===== config.mk =====
export PLATFORM = sky130hd
export DESIGN_NAME = uivbuf_ctrl
export DESIGN_NICKNAME = d
export VERILOG_FILES = /design/src/rtl/uivbuf_pkg.sv /design/src/rtl/uivbuf_chan.sv /design/src/rtl/uivbuf_ctrl.sv
export SDC_FILE = /design/constraint.sdc
export NUM_CORES = 1
export LEC_CHECK = 0
export CAP_MARGIN = 25
export CORE_MARGIN = 5
export CORE_UTILIZATION = 57
export CTS_BUF_LIST = sky130_fd_sc_hd__clkbuf_4
export DETAILED_ROUTE_END_ITERATION = 7
export GPL_TIMING_DRIVEN = 1
export PLACE_DENSITY = 0.92
export SKIP_CTS_REPAIR_TIMING = 1
export SLEW_MARGIN = 20
export SYNTH_ARGS = -nofsm -noshare
export SYNTH_HDL_FRONTEND = slang
export SYNTH_HIERARCHICAL = 1
export SYNTH_SLANG_ARGS = --single-unit

===== constraint.sdc =====
create_clock -name I_clk -period 3.5 [get_ports I_clk]
set_input_delay 0.7 -clock I_clk [delete_from_list [all_inputs] [get_ports I_clk]]
set_output_delay 0.7 -clock I_clk [all_outputs]
set_load 0.01 [all_outputs]

===== src/rtl/uivbuf_pkg.sv =====
// Shared constants and the write-to-read index mapping for the frame-buffer ring manager.
package uivbuf_pkg;

  // Width of a buffer number on the DMA interfaces.
  localparam int unsigned BUFN_W = 8;
  // Width of the optional statistics counters.
  localparam int unsigned STAT_W = 16;

  // Read index that lags write index w by delay frames on a ring of lenth buffers.
  // The intermediate value is 9 bits wide so that lenth - delay + w cannot wrap early.
  function automatic logic [BUFN_W-1:0] rd_map(input logic [BUFN_W-1:0] w,
                                               input int unsigned       lenth,
                                               input int unsigned       delay);
    logic [BUFN_W:0] w9;
    logic [BUFN_W:0] l9;
    logic [BUFN_W:0] d9;
    logic [BUFN_W:0] r9;
    w9 = {1'b0, w};
    l9 = lenth[BUFN_W:0];
    d9 = delay[BUFN_W:0];
    if (w9 < d9) begin
      r9 = l9 - d9 + w9;
    end else begin
      r9 = w9 - d9;
    end
    return r9[BUFN_W-1:0];
  endfunction

endpackage


===== src/rtl/uivbuf_chan.sv =====
// Single-channel ring state: write index, read latch, valid counter and optional stats.
// Optional statistics are built when UIVBUF_STAT_EN is defined.
module uivbuf_chan
  import uivbuf_pkg::*;
#(
  parameter int unsigned BufLenth = 3,
  parameter int unsigned BufDelay = 1
) (
  input  logic              clk_i,
  input  logic              rst_i,
  input  logic              en_i,
  input  logic              wr_fs_i,
  input  logic              rd_fs_i,
  output logic [BUFN_W-1:0] wr_bufn_o,
  output logic [BUFN_W-1:0] rd_bufn_o,
`ifdef UIVBUF_STAT_EN
  output logic [STAT_W-1:0] rpt_cnt_o,
  output logic [STAT_W-1:0] drop_cnt_o,
`endif
  output logic              rd_valid_o
);

  localparam logic [BUFN_W-1:0] WrLast   = BUFN_W'(BufLenth - 1);
  localparam logic [BUFN_W-1:0] DelayCnt = BUFN_W'(BufDelay);

  logic              wr_acc;
  logic              rd_acc;
  logic [BUFN_W-1:0] wr_q, wr_d;
  logic [BUFN_W-1:0] rd_q, rd_d;
  logic [BUFN_W-1:0] rd_new;
  logic [BUFN_W-1:0] cnt_q, cnt_d;

  assign wr_acc = en_i & wr_fs_i;
  assign rd_acc = en_i & rd_fs_i;

  // Next write index, read latch and saturating frame-start count.
  always_comb begin
    wr_d = wr_q;
    if (wr_acc) begin
      wr_d = (wr_q == WrLast) ? '0 : wr_q + BUFN_W'(1);
    end
    // Read maps from the index the write side will hold after this edge.
    rd_new = rd_map(wr_d, BufLenth, BufDelay);
    rd_d   = rd_acc ? rd_new : rd_q;
    cnt_d  = cnt_q;
    if (wr_acc && (cnt_q != '1)) begin
      cnt_d = cnt_q + BUFN_W'(1);
    end
  end

  // Core channel state with synchronous reset.
  always_ff @(posedge clk_i) begin
    if (rst_i) begin
      wr_q  <= '0;
      rd_q  <= '0;
      cnt_q <= '0;
    end else begin
      wr_q  <= wr_d;
      rd_q  <= rd_d;
      cnt_q <= cnt_d;
    end
  end

  assign wr_bufn_o  = wr_q;
  assign rd_bufn_o  = rd_q;
  assign rd_valid_o = (cnt_q > DelayCnt);

`ifdef UIVBUF_STAT_EN
  // Write advances since the last read latch, saturating at 2 (only ">= 2" matters).
  logic [1:0]        adv_q, adv_d;
  logic [1:0]        adv_inc;
  logic [STAT_W-1:0] rpt_q, rpt_d;
  logic [STAT_W-1:0] drop_q, drop_d;

  // Repeat/drop detection on each accepted read frame-start.
  always_comb begin
    adv_inc = adv_q;
    if (wr_acc && (adv_q != 2'd2)) begin
      adv_inc = adv_q + 2'd1;
    end
    adv_d  = rd_acc ? 2'd0 : adv_inc;
    rpt_d  = rpt_q;
    drop_d = drop_q;
    if (rd_acc && (rd_new == rd_q) && (rpt_q != '1)) begin
      rpt_d = rpt_q + STAT_W'(1);
    end
    if (rd_acc && (adv_inc == 2'd2) && (drop_q != '1)) begin
      drop_d = drop_q + STAT_W'(1);
    end
  end

  // Statistics registers.
  always_ff @(posedge clk_i) begin
    if (rst_i) begin
      adv_q  <= '0;
      rpt_q  <= '0;
      drop_q <= '0;
    end else begin
      adv_q  <= adv_d;
      rpt_q  <= rpt_d;
      drop_q <= drop_d;
    end
  end

  assign rpt_cnt_o  = rpt_q;
  assign drop_cnt_o = drop_q;
`endif

endmodule


===== src/rtl/uivbuf_ctrl.sv =====
// Multi-channel frame-buffer ring manager: one uivbuf_chan per video channel, packed buses.
// Define UIVBUF_STAT_EN to add the per-channel repeat/drop counters.
module uivbuf_ctrl
  import uivbuf_pkg::*;
#(
  parameter int unsigned CH_NUM    = 4,
  parameter int unsigned BUF_LENTH = 3,
  parameter int unsigned BUF_DELAY = 1
) (
  input  logic                     I_clk,
  input  logic                     I_rst,
  input  logic [CH_NUM-1:0]        I_ch_en,
  input  logic [CH_NUM-1:0]        I_wr_fs,
  input  logic [CH_NUM-1:0]        I_rd_fs,
  output logic [CH_NUM*BUFN_W-1:0] O_wr_bufn,
  output logic [CH_NUM*BUFN_W-1:0] O_rd_bufn,
`ifdef UIVBUF_STAT_EN
  output logic [CH_NUM*STAT_W-1:0] O_rpt_cnt,
  output logic [CH_NUM*STAT_W-1:0] O_drop_cnt,
`endif
  output logic [CH_NUM-1:0]        O_rd_valid
);

  // Reject unsupported configurations at elaboration.
  if ((CH_NUM < 1) || (CH_NUM > 8)) begin : g_bad_ch_num
    $error("uivbuf_ctrl: CH_NUM must be 1..8");
  end
  if ((BUF_LENTH < 2) || (BUF_LENTH > 255)) begin : g_bad_buf_lenth
    $error("uivbuf_ctrl: BUF_LENTH must be 2..255");
  end
  if (BUF_DELAY > BUF_LENTH - 1) begin : g_bad_buf_delay
    $error("uivbuf_ctrl: BUF_DELAY must be 0..BUF_LENTH-1");
  end

  for (genvar k = 0; k < CH_NUM; k++) begin : g_chan
    uivbuf_chan #(
      .BufLenth (BUF_LENTH),
      .BufDelay (BUF_DELAY)
    ) u_chan (
      .clk_i      (I_clk),
      .rst_i      (I_rst),
      .en_i       (I_ch_en[k]),
      .wr_fs_i    (I_wr_fs[k]),
      .rd_fs_i    (I_rd_fs[k]),
      .wr_bufn_o  (O_wr_bufn[k*BUFN_W +: BUFN_W]),
      .rd_bufn_o  (O_rd_bufn[k*BUFN_W +: BUFN_W]),
`ifdef UIVBUF_STAT_EN
      .rpt_cnt_o  (O_rpt_cnt[k*STAT_W +: STAT_W]),
      .drop_cnt_o (O_drop_cnt[k*STAT_W +: STAT_W]),
`endif
      .rd_valid_o (O_rd_valid[k])
    );
  end

endmodule


# After elaboration in Yosys (flattened, before gate mapping)
# Cells that the tools add are included.
totals:
  reg_bits: 96
  inputBits: 14
  out_inout_bits: 68
  elab_cells: 68
classes:
  n_addsub: 16
  n_lt_le_gt_ge: 8
  n_eq_ne: 8
  muxes: 12
  n_bitwise: 8
  reduce_logical: 4
op_table:
  columns: ["cell", "count"]
  rows:
  - ["$mux W8", 12]
  - ["$add A8 B1 Y8 const B", 8]
  - ["$add A2 B8 Y8 const A", 4]
  - ["$eq A8 B2 Y1 const B", 4]
  - ["$gt A8 B1 Y1 const B", 4]
  - ["$lt A8 B1 Y1 const B", 4]
  - ["$ne A8 B8 Y1 const B", 4]
  - ["$sub A8 B1 Y8 const B", 4]
  - ["$and A1 B1 Y1", 8]
  - ["$logic_and A1 B1 Y1", 4]

# Longest topological paths before layout
logic_depth:
  depth_word: 5
  mapped_depth: 13

# Cells and area by module
# The synthesis kept the hierarchy.
by_module_without_submodules:
  columns: ["module", "n_inst", "cells_each", "area_per_inst_um2", "seq_area_each_um2"]
  rows:
  - ["uivbuf_chan (g_chan[0].u_chan ...)", 3, 172, 1417.6, 480.5]
  - ["uivbuf_chan (g_chan[2].u_chan)", 1, 158, 1416.4, 480.5]

# Worst setup path before layout
# No wires, ideal clock.
synth_timing:
  path_type: "register to register"
  start: "reg g_chan[0].u_chan.wr_q[0]"
  end: "reg g_chan[0].u_chan.rd_q[5]"
  arrival_time_ps: 2682
  required_time_ps: 3383
  path_slack_ps: 701
  stages_incl_launch_ff: 14
  n_path_buf: 2
  synth_period_minus_slack_ps: 2799
  cell_sequence: "dfxtp_1 > inv_1 > ha_1 > nor4b_2 > a211o_1 > and2_1 > clkbuf_1 > ha_1 > inv_1 > a211oi_2 > and3_1 > buf_6 > or3_1 > a32o_1"
synth_via:
  elab_chain_len: 5
synth_lines:
  columns: ["element", "line", "source"]
  rows:
  - ["start: declaration", "uivbuf_chan.sv:28", "logic [BUFN_W-1:0] wr_q, wr_d;"]
  - ["start signal: assignment", "uivbuf_chan.sv:58", "wr_q <= wr_d;"]
  - ["$add A8 B1 Y8 or $eq A8 B2 Y1 (tied branches)", "uivbuf_chan.sv:40", "wr_d = (wr_q == WrLast) ? '0 : wr_q + BUFN_W'(1);"]
  - ["$mux W8", "uivbuf_chan.sv:40", null]
  - ["$mux W8 *", "uivbuf_chan.sv:39", "if (wr_acc) begin"]
  - ["$sub A8 B1 Y8, or another cell as far along", "uivbuf_pkg.sv:24", "r9 = w9 - d9;"]
  - ["$mux W8 *", "uivbuf_pkg.sv:21", "if (w9 < d9) begin"]
  - ["end signal: assignment", "uivbuf_chan.sv:59", "rd_q <= rd_d;"]
  - ["end: declaration", "uivbuf_chan.sv:29", "logic [BUFN_W-1:0] rd_q, rd_d;"]
# Every way passes the cells marked *; elsewhere a longest branch is shown, timed or not.
# A chain may end at the register's enable or synchronous reset.

# Worst setup path in the final report
layout_timing:
  start: "reg g_chan[0].u_chan.wr_q[1]"
  end: "reg g_chan[0].u_chan.rd_q[3]"
# Same word-level chain as after synthesis.

==> metrics.yaml <==
cts_buffer_depth: 2
grt_pass1_wl_um: 23350
crit_path_max_incr_delay_ns: 0.64
coreArea_sq_um: 9729
cap_violations: 0
dr.pass1.iters: 6
final_nets: 804
r2r_slack_ns: 0.23
timing.rr.start: "g_chan[0].u_chan/wr_bufn_o[1]"
wl_per_cell_um: 15.27
finalHoldViolCount: 0
die_area_sq_um: 12040
synth_edf_count: 0
cp-start-kind: "register"
drive_gt1_share_pct: 8.300
dr.first_iter.drc_count: 324
tightest_slew_ns: 0.6527
htreeDepth: 3
r2r-end: "g_chan[0].u_chan/rd_bufn_o[3]"
critPathRequiredTime_ns: 3.80
path_class: "reg2reg"
multiInputGateArea_sq_um: 3458
syn_inst: 674
internal_power_mw: 1.534
finalSetupTns_ns: 0
post-route-worst-setup-slack_ns: 0.2272
start_util_pct: 58.27
vias_per_cell: 5.901
clk_latency_ns: 0.43
path_common_cell: "a21oi_1"
r2r_cells: 10
netlist_area_sq_um: 5669
die_x_um: 109.7
syn_nets: 724
cts_sinks: 96
hp-start: "g_chan[3].u_chan/rd_bufn_o[5]"
rsz0062_at_grt: "no"
dp_slack_ns: 0.1564
ys_ff_latch: 96
cts.clk_slew.worst_paths_ns: 0.15
wirelength_um: 13640
antenna_found_initial: 1
n_fill_cell: 779
postRouteAntennaNets: 0
yosysWarnings: 6
cp_max_fo: 7
synthFlopType: "dfxtp_1"
vias: 5270
cp_slowest_cell: "a2111oi_0"
numCtsBuffers: 9
drc: 0
hp-class: "reg2reg"
overflow: 0
max_slew_margin_pct: 55.36
power.share.combinational_pct: 18.2
grt_pass1_vias: 5100
syn_avg_cell_area_sq_um: 8.411
place_congestion: 0.9665
power.share.switching_pct: 28.60
pwr-share-clk_pct: 27.8
synth.distinct_cells: 55
p_switching_mw: 0.6144
status: "complete, no violations"
seq_area_sq_um: 1922
cp_num_buf_inv: 1
grt.total_usage_pct: 23.95
fin_crit_ns: 3.273
irDropWorstVdd_mv: 0.2963
critical_path.top_delay_family: "compound AO/OA/AOI/OAI gates"
io_buffer_count: 81
root_buffer: "clkbuf_4"
async_flop_share_pct: 0
crit_path_end_kind: "register"
syn_to_final_growth_pct: 19.13
max_clock_freq_ghz: 0.3055
holdPathEnd: "g_chan[3].u_chan/rd_bufn_o[5]"
ys_seq_area_share_pct: 33.90
row_count: 36
p_per_area_nw_per_um2: 318.0
hold_depth: 1
io-pin-count: 82
dieHeight_um: 109.7
slew_violations: 0
seq_power_share_pct: 54.0
grt_max_degree: 35
finalCritPeriodShare_pct: 93.51
arrival_ns: 3.57
finalClockSkew_ns: 0.01106
hpwl_um: 10280
cts_tree: "yes"
setup_viol: 0
leakage_nw: 2.614
cp_cell_sequence: "ha_1 > nor4b_2 > a21oi_1 > a21oi_1 > ha_1 > inv_1 > a21oi_1 > a311oi_1 > a2111oi_0 > a311oi_1"
-- worst max path at each step --
stage / cells past startpoint / from / end
final: 10 / g_chan[0].u_chan/wr_bufn_o[1] / g_chan[0].u_chan/rd_bufn_o[3]
after global routing: 11 / g_chan[0].u_chan/wr_bufn_o[1] / g_chan[0].u_chan/rd_bufn_o[3]
after CTS: 11 / g_chan[0].u_chan/wr_bufn_o[1] / g_chan[0].u_chan/rd_bufn_o[3]
after detailed placement: 10 / I_ch_en[0] / g_chan[0].u_chan/rd_bufn_o[3]
after global placement: 10 / I_ch_en[2] / g_chan[2].u_chan/rd_bufn_o[1]
after floorplan: 13 / g_chan[0].u_chan/wr_bufn_o[0] / g_chan[0].u_chan/rd_bufn_o[5]
-- flip-flops by register name, indices dropped and copies added (netlist names) --
signal	count
g_chan.u_chan/rd_bufn_o	32
g_chan.u_chan/cnt_q	32
g_chan.u_chan/wr_bufn_o	32
-- per-stage QoR --
step / area (sq um) / hold WS (ns) / util, % / instances / power (mW)
finish: 6754 / 0.4956 / 69.42 / 893 / 2.148
global route: 6754 / 0.5183 / 69.42 / 893 / 2.257
CTS: 6751 / 0.4964 / 69.39 / 892 / 2.164
detailed placement: 6613 / 0.4628 / 67.97 / 876 / 1.568
global placement: 6613 / 0.4608 / 67.97 / 876 / 1.551
floorplan: 5669 / 0.4664 / - / 674 / 1.418
-- routing by layer --
layer	up-vias	GRT usage (%)	share of wire [%]
met5	-	0	0
met2	193	41.54	49
met3	40	3.347	5.5
met1	2474	29.53	43
li1	2563	-	-
met4	0	10.33	2.4
-- logic make-up (layout without fill, tap and decap cells) --
| logic type | Yosys count | after routing | synth area share (%) |
|---|---|---|---|
| simple gates | 287 | 287 | 26.77 |
| xor+xnor | 54 | 54 | 8.475 |
| mux | 11 | 11 | 2.207 |
| compound gates | 127 | 127 | 15.60 |
| fa+ha+maj | 36 | 36 | 7.945 |
| other cells | 0 | 1 | 0 |
| flops | 96 | 96 | 33.90 |
| buf+inv | 63 | 148 | 5.098 |
-- power by group through the flow --
stage / sequential [mW] / clock (mW) / combinational, mW
finish: 1.16 / 0.597 / 0.391
global placement: 1.18 / 0 / 0.370
CTS: 1.16 / 0.615 / 0.389
global route: 1.17 / 0.662 / 0.430
detailed placement: 1.18 / 0 / 0.385
floorplan: 1.19 / 0 / 0.227
-- cell usage in the layout (no fill, tap or decap), drive strengths merged, types with 9 or more instances in the layout --
cell type        n
and3            25
nand4           23
nand2           36
clkbuf           9
nor2           127
ha              36
o21ai           24
and2             9
nor3            18
xnor2           26
a21oi           29
xor2            28
clkdlybuf4s50   80
a211oi          24
buf             16
a31oi           12
nand3           19
mux2             9
dfxtp           96
inv             37
-- synth_stat cells, types with 5 or more instances --
master | count | area [sq um]
nor3_1 | 14 | 70.07
and2_1 | 8 | 50.05
dfxtp_1 | 96 | 1922
nand4_1 | 19 | 118.9
buf_2 | 8 | 40.04
nand3_1 | 13 | 65.06
nand3_2 | 6 | 60.06
buf_6 | 5 | 56.30
or3_1 | 8 | 50.05
xnor2_1 | 26 | 227.7
inv_1 | 36 | 135.1
and3_1 | 24 | 150.1
a311oi_1 | 7 | 61.31
nor2_1 | 127 | 476.7
xor2_1 | 27 | 236.5
mux2_1 | 6 | 67.56
a211oi_2 | 5 | 62.56
clkbuf_1 | 13 | 48.80
a32o_1 | 6 | 60.06
a211oi_1 | 18 | 135.1
o21ai_0 | 20 | 100.1
a21oi_1 | 29 | 145.1
ha_1 | 36 | 450.4
nand2_1 | 36 | 135.1
a31oi_1 | 12 | 75.07
-- layout make-up --
type	count	share of cell area (%)
Multi-Input combinational cell	515	51.20
Sequential cell	96	28.45
Timing Repair Buffer	96	13.78
Tap cell	133	2.464
Inverter	36	2.001
Clock inverter	7	1.056
Clock buffer	9	1.000
Antenna cell	1	0.03705
Power figures use the tool's default switching activity.
